## src/rtl/wb_divider_master.sv

```systemverilog
// Wishbone initiator that runs one divide on the serial divider CSR block per
// valid/ready request and returns quotient, remainder and an error flag.
module wb_divider_master #(
  parameter int             WBW         = 32,
  parameter int             XLEN        = 32,
  parameter logic [WBW-1:0] BASE_ADR    = 32'h3000_0000,
  parameter int             ACK_TIMEOUT = 16,
  parameter int             POLL_LIMIT  = 64,
  parameter int             SETTLE      = 2
) (
  input  logic             clk_i,
  input  logic             reset_i,
  input  logic             req_valid_i,
  output logic             req_ready_o,
  input  logic [XLEN-1:0]  dividend_i,
  input  logic [XLEN-1:0]  divisor_i,
  output logic             rsp_valid_o,
  input  logic             rsp_ready_i,
  output logic [XLEN-1:0]  quotient_o,
  output logic [XLEN-1:0]  remainder_o,
  output logic             rsp_err_o,
  output logic             busy_o,
  output logic             wbm_cyc_o,
  output logic             wbm_stb_o,
  output logic             wbm_we_o,
  output logic [WBW/8-1:0] wbm_sel_o,
  output logic [WBW-1:0]   wbm_adr_o,
  output logic [WBW-1:0]   wbm_dat_o,
  input  logic             wbm_ack_i,
  input  logic [WBW-1:0]   wbm_dat_i
);

  typedef enum logic [3:0] {
    IDLE, WR_DVD, WR_DVS, WR_START, SETTLE_W, RD_FINI, RD_QUO, RD_REM, RESP
  } state_t;

  localparam int TW = $clog2(ACK_TIMEOUT + 1);
  localparam int PW = $clog2(POLL_LIMIT + 1);
  localparam int SW = $clog2(SETTLE + 1);
  localparam logic [TW-1:0] TMO_LAST    = TW'(ACK_TIMEOUT - 1);
  localparam logic [PW-1:0] POLL_LAST   = PW'(POLL_LIMIT - 1);
  localparam logic [SW-1:0] SETTLE_LAST = SW'(SETTLE - 1);

  state_t              r_state;
  logic                r_req_ready;
  logic                r_rsp_valid;
  logic                r_rsp_err;
  logic                r_busy;
  logic [XLEN-1:0]     r_dividend;
  logic [XLEN-1:0]     r_divisor;
  logic [XLEN-1:0]     r_quotient;
  logic [XLEN-1:0]     r_remainder;
  logic                r_cyc;
  logic                r_stb;
  logic                r_we;
  logic [WBW/8-1:0]    r_sel;
  logic [WBW-1:0]      r_adr;
  logic [WBW-1:0]      r_dat;
  logic [TW-1:0]       r_tmo;
  logic [PW-1:0]       r_poll;
  logic [SW-1:0]       r_settle;

  logic [WBW-1:0]      w_adr;
  logic [WBW-1:0]      w_dat;
  logic                w_we;

  // Address/data of the transaction the current state launches; SETTLE_W
  // launches the first FINI read directly so the settle time includes the gap.
  always_comb begin
    w_adr = BASE_ADR;
    w_dat = '0;
    w_we  = 1'b0;
    case (r_state)
      WR_DVD:   begin w_adr = BASE_ADR + WBW'(8'h00); w_dat = r_dividend; w_we = 1'b1; end
      WR_DVS:   begin w_adr = BASE_ADR + WBW'(8'h04); w_dat = r_divisor;  w_we = 1'b1; end
      WR_START: begin w_adr = BASE_ADR + WBW'(8'h18); w_we = 1'b1; end
      SETTLE_W: w_adr = BASE_ADR + WBW'(8'h14);
      RD_FINI:  w_adr = BASE_ADR + WBW'(8'h14);
      RD_QUO:   w_adr = BASE_ADR + WBW'(8'h08);
      RD_REM:   w_adr = BASE_ADR + WBW'(8'h0C);
      default:  w_adr = BASE_ADR;
    endcase
  end

  always_ff @(posedge clk_i) begin
    if (reset_i) begin
      r_state     <= IDLE;
      r_req_ready <= 1'b1;
      r_rsp_valid <= 1'b0;
      r_rsp_err   <= 1'b0;
      r_busy      <= 1'b0;
      r_dividend  <= '0;
      r_divisor   <= '0;
      r_quotient  <= '0;
      r_remainder <= '0;
      r_cyc       <= 1'b0;
      r_stb       <= 1'b0;
      r_we        <= 1'b0;
      r_sel       <= '0;
      r_adr       <= '0;
      r_dat       <= '0;
      r_tmo       <= '0;
      r_poll      <= '0;
      r_settle    <= '0;
    end else begin
      case (r_state)
        IDLE: begin
          if (req_valid_i) begin
            r_req_ready <= 1'b0;
            r_busy      <= 1'b1;
            r_dividend  <= dividend_i;
            r_divisor   <= divisor_i;
            r_quotient  <= '0;
            r_remainder <= '0;
            // Divisors 0 and 1 never finish on the divider, so refuse them.
            if (divisor_i[XLEN-1:1] == '0) begin
              r_rsp_err   <= 1'b1;
              r_rsp_valid <= 1'b1;
              r_state     <= RESP;
            end else begin
              r_rsp_err <= 1'b0;
              r_state   <= WR_DVD;
            end
          end
        end

        SETTLE_W: begin
          if (r_settle == SETTLE_LAST) begin
            r_cyc   <= 1'b1;
            r_stb   <= 1'b1;
            r_we    <= w_we;
            r_sel   <= '1;
            r_adr   <= w_adr;
            r_dat   <= w_dat;
            r_tmo   <= '0;
            r_poll  <= '0;
            r_state <= RD_FINI;
          end else begin
            r_settle <= r_settle + 1'b1;
          end
        end

        RESP: begin
          if (rsp_ready_i) begin
            r_rsp_valid <= 1'b0;
            r_busy      <= 1'b0;
            r_req_ready <= 1'b1;
            r_state     <= IDLE;
          end
        end

        default: begin
          if (!r_stb) begin
            r_cyc <= 1'b1;
            r_stb <= 1'b1;
            r_we  <= w_we;
            r_sel <= '1;
            r_adr <= w_adr;
            r_dat <= w_dat;
            r_tmo <= '0;
          end else if (wbm_ack_i) begin
            // Dropping the strobe here yields the mandatory one-cycle gap.
            r_cyc <= 1'b0;
            r_stb <= 1'b0;
            r_we  <= 1'b0;
            r_sel <= '0;
            r_adr <= '0;
            r_dat <= '0;
            case (r_state)
              WR_DVD:   r_state <= WR_DVS;
              WR_DVS:   r_state <= WR_START;
              WR_START: begin
                r_settle <= '0;
                r_state  <= SETTLE_W;
              end
              RD_FINI: begin
                if (wbm_dat_i[0]) begin
                  r_state <= RD_QUO;
                end else if (r_poll == POLL_LAST) begin
                  r_rsp_err   <= 1'b1;
                  r_rsp_valid <= 1'b1;
                  r_state     <= RESP;
                end else begin
                  r_poll <= r_poll + 1'b1;
                end
              end
              RD_QUO: begin
                r_quotient <= wbm_dat_i;
                r_state    <= RD_REM;
              end
              RD_REM: begin
                r_remainder <= wbm_dat_i;
                r_rsp_valid <= 1'b1;
                r_state     <= RESP;
              end
              default: r_state <= IDLE;
            endcase
          end else if (r_tmo == TMO_LAST) begin
            r_cyc       <= 1'b0;
            r_stb       <= 1'b0;
            r_we        <= 1'b0;
            r_sel       <= '0;
            r_adr       <= '0;
            r_dat       <= '0;
            r_rsp_err   <= 1'b1;
            r_rsp_valid <= 1'b1;
            r_state     <= RESP;
          end else begin
            r_tmo <= r_tmo + 1'b1;
          end
        end
      endcase
    end
  end

  assign req_ready_o = r_req_ready;
  assign rsp_valid_o = r_rsp_valid;
  assign rsp_err_o   = r_rsp_err;
  assign busy_o      = r_busy;
  assign quotient_o  = r_quotient;
  assign remainder_o = r_remainder;
  assign wbm_cyc_o   = r_cyc;
  assign wbm_stb_o   = r_stb;
  assign wbm_we_o    = r_we;
  assign wbm_sel_o   = r_sel;
  assign wbm_adr_o   = r_adr;
  assign wbm_dat_o   = r_dat;

endmodule
```

## config.mk

```make
export PLATFORM = sky130hd
export DESIGN_NAME = wb_divider_master
export DESIGN_NICKNAME = d
export VERILOG_FILES = /design/src/rtl/wb_divider_master.sv
export SDC_FILE = /design/constraint.sdc
export NUM_CORES = 1
export LEC_CHECK = 0
export BUFFER_PORTS_ARGS = -buffer_cell sky130_fd_sc_hd__buf_2
export CAP_MARGIN = 10
export CORE_ASPECT_RATIO = 1.4
export CORE_MARGIN = 3
export CORE_UTILIZATION = 46
export DETAILED_ROUTE_END_ITERATION = 10
export PLACE_DENSITY_LB_ADDON = 0.1
export SLEW_MARGIN = 10
export SYNTH_ARGS = -nofsm -noshare
export SYNTH_HDL_FRONTEND = slang
export SYNTH_SLANG_ARGS = --single-unit
```

## constraint.sdc

```tcl
create_clock -name clk_i -period 2.1 [get_ports clk_i]
set_input_delay 0.105 -clock clk_i [delete_from_list [all_inputs] [get_ports clk_i]]
set_output_delay 0.105 -clock clk_i [all_outputs]
set_load 0.01 [all_outputs]
```

==> run_results.csv, run 1 <==
group,metric,value,unit
grt,grt_pass1_vias,7163,
min_path,hold_path.class,"input pin to flop",
setup_path,end_kind,"flop",
sta,hold_viol,0,
setup_path,crit_arrival,2.31,ns
grt,grt_pass1_wl,35900,um
power,p_leak,4.55,nW
detailed_routing,finalWirelength,22800,um
logic_synthesis,synth_top_area_frac,0.476,
logic_synthesis,synth_most_common_cell,"nand2_1",
setup_path,crit_chain,"buf_4 > nor4_4 > nand2_2 > a211oi_4 > buf_4 > clkbuf_16 > mux2i_1 > nor2_1",
grt,antenna_found_initial,0,
cts,path_clk_slew,0.08,ns
logic_synthesis,syn-mean-instance-area,8.26,um^2
sta,slew_violations,0,
sta,finalCriticalPeriod,2.01,ns
detailed_routing,wl_per_cell,15.7,um
sta,hold_slack,0.0412,ns
status,run_status,"finished, final reports clean",
finish,n_antenna_cell,0,
logic_synthesis,synthTopCellsByCount,"nand2_1 (209), dfxtp_1 (188), a21oi_1 (118)",
logic_synthesis,ys_seq_area_frac,0.476,
sta,max_freq,0.497,GHz
logic_synthesis,synthCells,957,
detailed_routing,dr.pass1.iters,9,
die,row_count,56,
cts,cts_sinks,188,
logic_synthesis,ys_ff_latch,188,
logic_synthesis,synth_cell_type_count,57,
finish,final_core_util,0.632,
logic_synthesis,synthesis.area,0.00791,mm^2
grt,grt.overflow.total,0,
setup_path,crit_slowest_cell,"dfxtp_1",
logic_synthesis,synthArstFlopShare,0,
cts,cts_tree,"built",
setup_path,path_class,"flop to flop",
power,fin_total_pwr,12.9,mW
detailed_routing,vias_per_cell,5.19,
setup_path,crit_family,"buffers and inverters",
cts,cts_buffers,17,
logic_synthesis,yosys.area.top_type,"dfxtp_1",
cts,cts_root_buf,"clkbuf_16",
placed_design,placed_cell_area,0.00933,mm^2
detailed_routing,num_vias,7521,
finish,instances_no_fill,1448,
setup_path,cp_num_buf_inv,3,
detailed_routing,detail-route-antenna-nets,0,
detailed_routing,drc,0,
flow_run,max_cap_viol_count,0,
power,powerDensity,1220,mW/mm^2
placed_design,io_buffers,212,
die,fp.dieH,161,um
die,design.core.area,0.0168,mm^2
die,fp.dieW,117,um
finish,fill_cells,1573,
die,pin_count,240,
sta,setup_viol_count_final,0,
setup_path,required,2.40,ns
die,start_util,0.470,
cts,cts.htree.levels,4,
sta,final.setup_skew,0.0141,ns
detailed_routing,drt_iter0_drc,494,
setup_path,crit_top_cell,"buf_4",
finish,design_area,0.0106,mm^2
finish,area_growth,34.5,%
logic_synthesis,synth_edf_count,0,
setup_path,cp_max_fo,16,
grt,grt_use_total,0.238,
power,peakVddDrop,0.693,mV
sta,tightest_slew,0.697,ns
logic_synthesis,synth_area_leaders,"dfxtp_1 (48%), nand2_1 (9.9%), a21oi_1 (7.5%), mux2i_1 (4.4%), nor2_1 (4.0%)",
cts,insertion_delay,0.43,ns
placed_design,post-dp-hpwl,15100,um
finish,drive_gt1_frac,0.262,
placed_design,dp.cells,1349,
die,die_area,0.0188,mm^2
setup_path,startpoint_type,"flop",
sta,slew_headroom,0.535,
sta,timing.final.crit_share,0.958,
setup_path,slowest_delay,0.35,ns
logic_synthesis,synthFlopType,"dfxtp_1",
cts,clockBufferDepth,2,
finish,final_nets,1337,
placed_design,finalWeightedCongestion,0.857,
grt,grt_max_degree,93,
logic_synthesis,yosysWarnings,0,
per-layer routing:
| metal | vias up | share of wire | track usage |
|---|---|---|---|
| met5 | - | 0 | 0 |
| met4 | 0 | 0.016 | 0.0720 |
| met3 | 28 | 0.063 | 0.0663 |
| met2 | 232 | 0.50 | 0.403 |
| met1 | 3499 | 0.42 | 0.290 |
| li1 | 3762 | - | - |
stage by stage:
stage | setup slack (ns) | TNS, ns
final | 0.0892 | 0
after global routing | -0.00650 | -0.0123
after CTS | 0.00470 | 0
after detailed placement | -0.0534 | -1.06
after global placement | -0.0471 | -1.15
after floorplan | 0.0571 | 0
worst reg2reg max path: stages (launching register included):
cell and delay [ns]:
dfxtp_1 0.35, buf_4 0.19, nor4_4 0.33, nand2_2 0.16, a211oi_4 0.22, buf_4 0.18
clkbuf_16 0.21, mux2i_1 0.20, nor2_1 0.05
registers in the layout, summed over array words and instances, names as in the netlist, 2 cells and up:
signal       count
quotient_o      32
r_dividend      32
r_divisor       32
remainder_o     32
wbm_dat_o       32
r_poll           7
r_tmo            5
r_state          4
wbm_adr_o        4
r_settle         2
report_power, final:
part	internal, mW	leakage, nW	switching (mW)
logic	2.19	2.73	3.06
registers	4.19	1.53	0.370
clock network	1.59	0.282	1.53
total	7.96	4.55	4.96
layout by cell type (no fill, tap or decap), types with 6 or more instances in the layout:
master and n:
nand2_1 209, conb_1 27, clkbuf_16 18, nor2_1 83, inv_1 7, a2bb2oi_1 32, dfxtp_1 182, o21ai_1 6
dfxtp_2 6, nor2b_1 36, mux2i_1 35, buf_2 211, o21ai_0 13, a22oi_1 34, dlygate4sd3_1 64, a21oi_1 118
nor3_1 6, nand4_1 7, buf_12 7, nor4_1 9, buf_4 49
path summary, 6_finish.rpt:
check / startpoint / end / cells after the start / slack [ns]
setup / recovery: r_state[2]$_SDFFE_PP0P_ / remainder_o[0]$_SDFFE_PP0P_ / 8 / 0.09
hold / removal: wbm_dat_i[16] / quotient_o[16]$_SDFFE_PP0P_ / 4 / 0.04
setup reg to reg: r_state[2]$_SDFFE_PP0P_ / remainder_o[0]$_SDFFE_PP0P_ / 8 / 0.09
hold reg to reg: quotient_o[23]$_SDFFE_PP0P_ / quotient_o[23]$_SDFFE_PP0P_ / 2 / 0.45
cell type report:
type                            instances  area, um^2  share of cell area
Sequential cell                       188        3770               0.355
Timing Repair Buffer                  334        2250               0.212
Clock buffer                           18         429              0.0404
Inverter                                7        26.3             0.00247
Tap cell                              203         254              0.0239
Multi-Input combinational cell        684        3750               0.353
Clock inverter                         14         143              0.0134
cells by family (layout without fill, tap and decap cells):
group                    count (synthesis)  count (layout)  share of synthesized area
AO/OA/AOI/OAI                          230             230                      0.182
adder cells (fa/ha/maj)                  4               4                    0.00633
buffers and inverters                  111             373                     0.0720
flip-flops                             188             188                      0.476
multiplexers                            35              35                     0.0443
other                                    1              27                   0.000474
AND/OR/NAND/NOR                        388             388                      0.219
what timing repair did:
item | CTS | global route
gates cloned | 0 | 1
hold buffers | 64 | 0
hold endpoints to repair | 64 | 0
buffers inserted | 0 | 2
pin swaps | 0 | 4
gates resized for setup | 1 | 15
endpoints found under the setup margin | 32 | 94
(Power assumes the default switching activity.)
==> run 2: changes to the inputs <==
==> constraint.sdc (replaced) <==
create_clock -name clk_i -period 2.1 [get_ports clk_i]
set_input_delay 0 -clock clk_i [delete_from_list [all_inputs] [get_ports clk_i]]
set_output_delay 0 -clock clk_i [all_outputs]
set_load 0.01 [all_outputs]
==> run_results.csv, run 2 (synthesis gave the netlist of run 1 again) <==
group,metric,value,unit
min_path,hold_path.startpoint,"reset_i",
die,die_area,0.0188,mm^2
die,fp.dieW,117,um
cts,cts.htree.levels,4,
power,peakVddDrop,0.725,mV
placed_design,post-place-ws,0.0565,ns
setup_path,reg2reg_from,"r_state[2]$_SDFFE_PP0P_",
sta,hold_slack,-0.00320,ns
cts,cts_tree,"built",
die,start_util,0.470,
sta,finalCriticalPeriod,2.01,ns
sta,tightest_slew,0.722,ns
detailed_routing,drt_iter0_drc,567,
setup_path,crit_arrival,2.32,ns
grt,antenna_found_initial,0,
min_path,hold_path.class,"input pin to flop",
setup_path,end_kind,"flop",
finish,design_area,0.0110,mm^2
finish,area_growth,39.2,%
cts,clockBufferDepth,2,
power,clkPwrFrac,0.264,
die,row_count,56,
grt,grt_use_total,0.245,
power,comb_power_share,0.397,
detailed_routing,finalWirelength,23800,um
cts,path_clk_slew,0.07,ns
grt,grt.overflow.total,0,
cts,insertion_delay,0.44,ns
sta,setup_viol_count_final,0,
finish,final_core_util,0.654,
placed_design,placed_cell_area,0.00930,mm^2
grt,grt_max_degree,83,
detailed_routing,num_vias,7759,
sta,max_freq,0.498,GHz
finish,n_antenna_cell,0,
status,run_status,"finished with violations",
finish,layout_common_cells,"buf_2 (211), nand2_1 (209), dfxtp_1 (184)",
finish,fill_cells,1479,
placed_design,post-dp-hpwl,15200,um
placed_design,finalWeightedCongestion,0.861,
flow_run,max_cap_viol_count,0,
sta,slew_headroom,0.519,
status,violations,"hold timing",
grt,grt_pass1_vias,7632,
detailed_routing,dr.pass1.iters,5,
cts,cts_root_buf,"clkbuf_16",
setup_path,startpoint_type,"flop",
finish,drive_gt1_frac,0.254,
detailed_routing,detail-route-antenna-nets,0,
detailed_routing,vias_per_cell,5.24,
power,p_sw_frac,0.370,
sta,hold_viol,1,
power,pwr-share-seq,0.340,
finish,mostFrequentLayoutCell,"buf_2",
detailed_routing,wl_per_cell,16.1,um
die,design.core.area,0.0168,mm^2
cts,cts_sinks,188,
finish,seq_area,0.00377,mm^2
finish,final_nets,1371,
power,power.internal,8.45,mW
power,power_switching,4.95,mW
sta,slew_violations,0,
setup_path,path_class,"flop to flop",
sta,setup_tns,0,ns
cts,cts_buffers,17,
power,p_leak,4.71,nW
placed_design,io_buffers,212,
setup_path,crit_start,"r_state[2]$_SDFFE_PP0P_",
die,pin_count,240,
sta,final.setup_skew,0.0143,ns
setup_path,cp_max_fo,8,
setup_path,required,2.41,ns
power,powerDensity,1220,mW/mm^2
grt,grt_pass1_wl,37100,um
die,fp.dieH,161,um
finish,multi_input_area,0.00375,mm^2
sta,timing.final.crit_share,0.956,
sta,fin_ws,0.0927,ns
detailed_routing,drc,0,
[run 2: cell types whose count changed in the layout (fill, tap and decap cells not counted), sizes merged]
cell / change
bufinv: +4
buf: +2
clkinvlp: +2
dlygate4sd3: +32
inv: -2
clkinv: -4
[run 2: through the flow]
stage	instances	total power, mW
after floorplan	983	7.77
after global placement	1349	9.62
after detailed placement	1349	9.63
after CTS	1477	13.3
after global routing	1482	14.2
final	1482	13.4
[run 2: area by class of cell]
type                    count  share of cell area
multi-input cells         684               0.341
inverters                   7             0.00239
clock inverters            14              0.0188
repair buffers            368               0.233
flip-flops and latches    188               0.342
clock buffers              18              0.0399
well taps                 203              0.0231
[run 2: critical path, cell delays in order (launching register included)]
cell and delay [ns]:
dfxtp_1 0.44, or4b_4 0.51, o211ai_1 0.26, a211oi_4 0.13, buf_4 0.18, clkbuf_16 0.17, mux2i_1 0.15, nor2_1 0.06
[run 2: path summary, 6_finish.rpt]
| check | end | slack, ns | cells after the start |
|---|---|---|---|
| max | remainder_o[31]$_SDFFE_PP0P_ | 0.09 | 7 |
| min | wbm_dat_o[13]$_SDFFE_PP0P_ | -0.003 | 2 |
| max reg2reg | remainder_o[31]$_SDFFE_PP0P_ | 0.09 | 7 |
| min reg2reg | quotient_o[27]$_SDFFE_PP0P_ | 0.45 | 2 |
[run 2: routing by layer]
| layer | up-vias | GRT usage | part of all wire |
|---|---|---|---|
| li1 | 3828 | - | - |
| met1 | 3648 | 0.298 | 0.42 |
| met2 | 242 | 0.410 | 0.50 |
| met3 | 41 | 0.0652 | 0.061 |
| met4 | 0 | 0.0944 | 0.025 |
| met5 | - | 0 | 0 |
[run 2: power by group through the flow]
stage	clock network, mW	registers [mW]	logic [mW]
after floorplan	0	4.70	3.06
after global placement	0	4.60	5.02
after detailed placement	0	4.61	5.02
after CTS	3.60	4.54	5.18
after global routing	3.73	4.63	5.82
final	3.53	4.55	5.31
[run 2: timing repair]
item                                    4_1_cts  5_1_grt
hold endpoints to repair                    122        0
endpoints found under the setup margin       23       67
gates resized for setup                       1       10
hold buffers                                 96        0
pin swaps                                     0        3
cloned                                        0        2
setup buffers                                 0        3
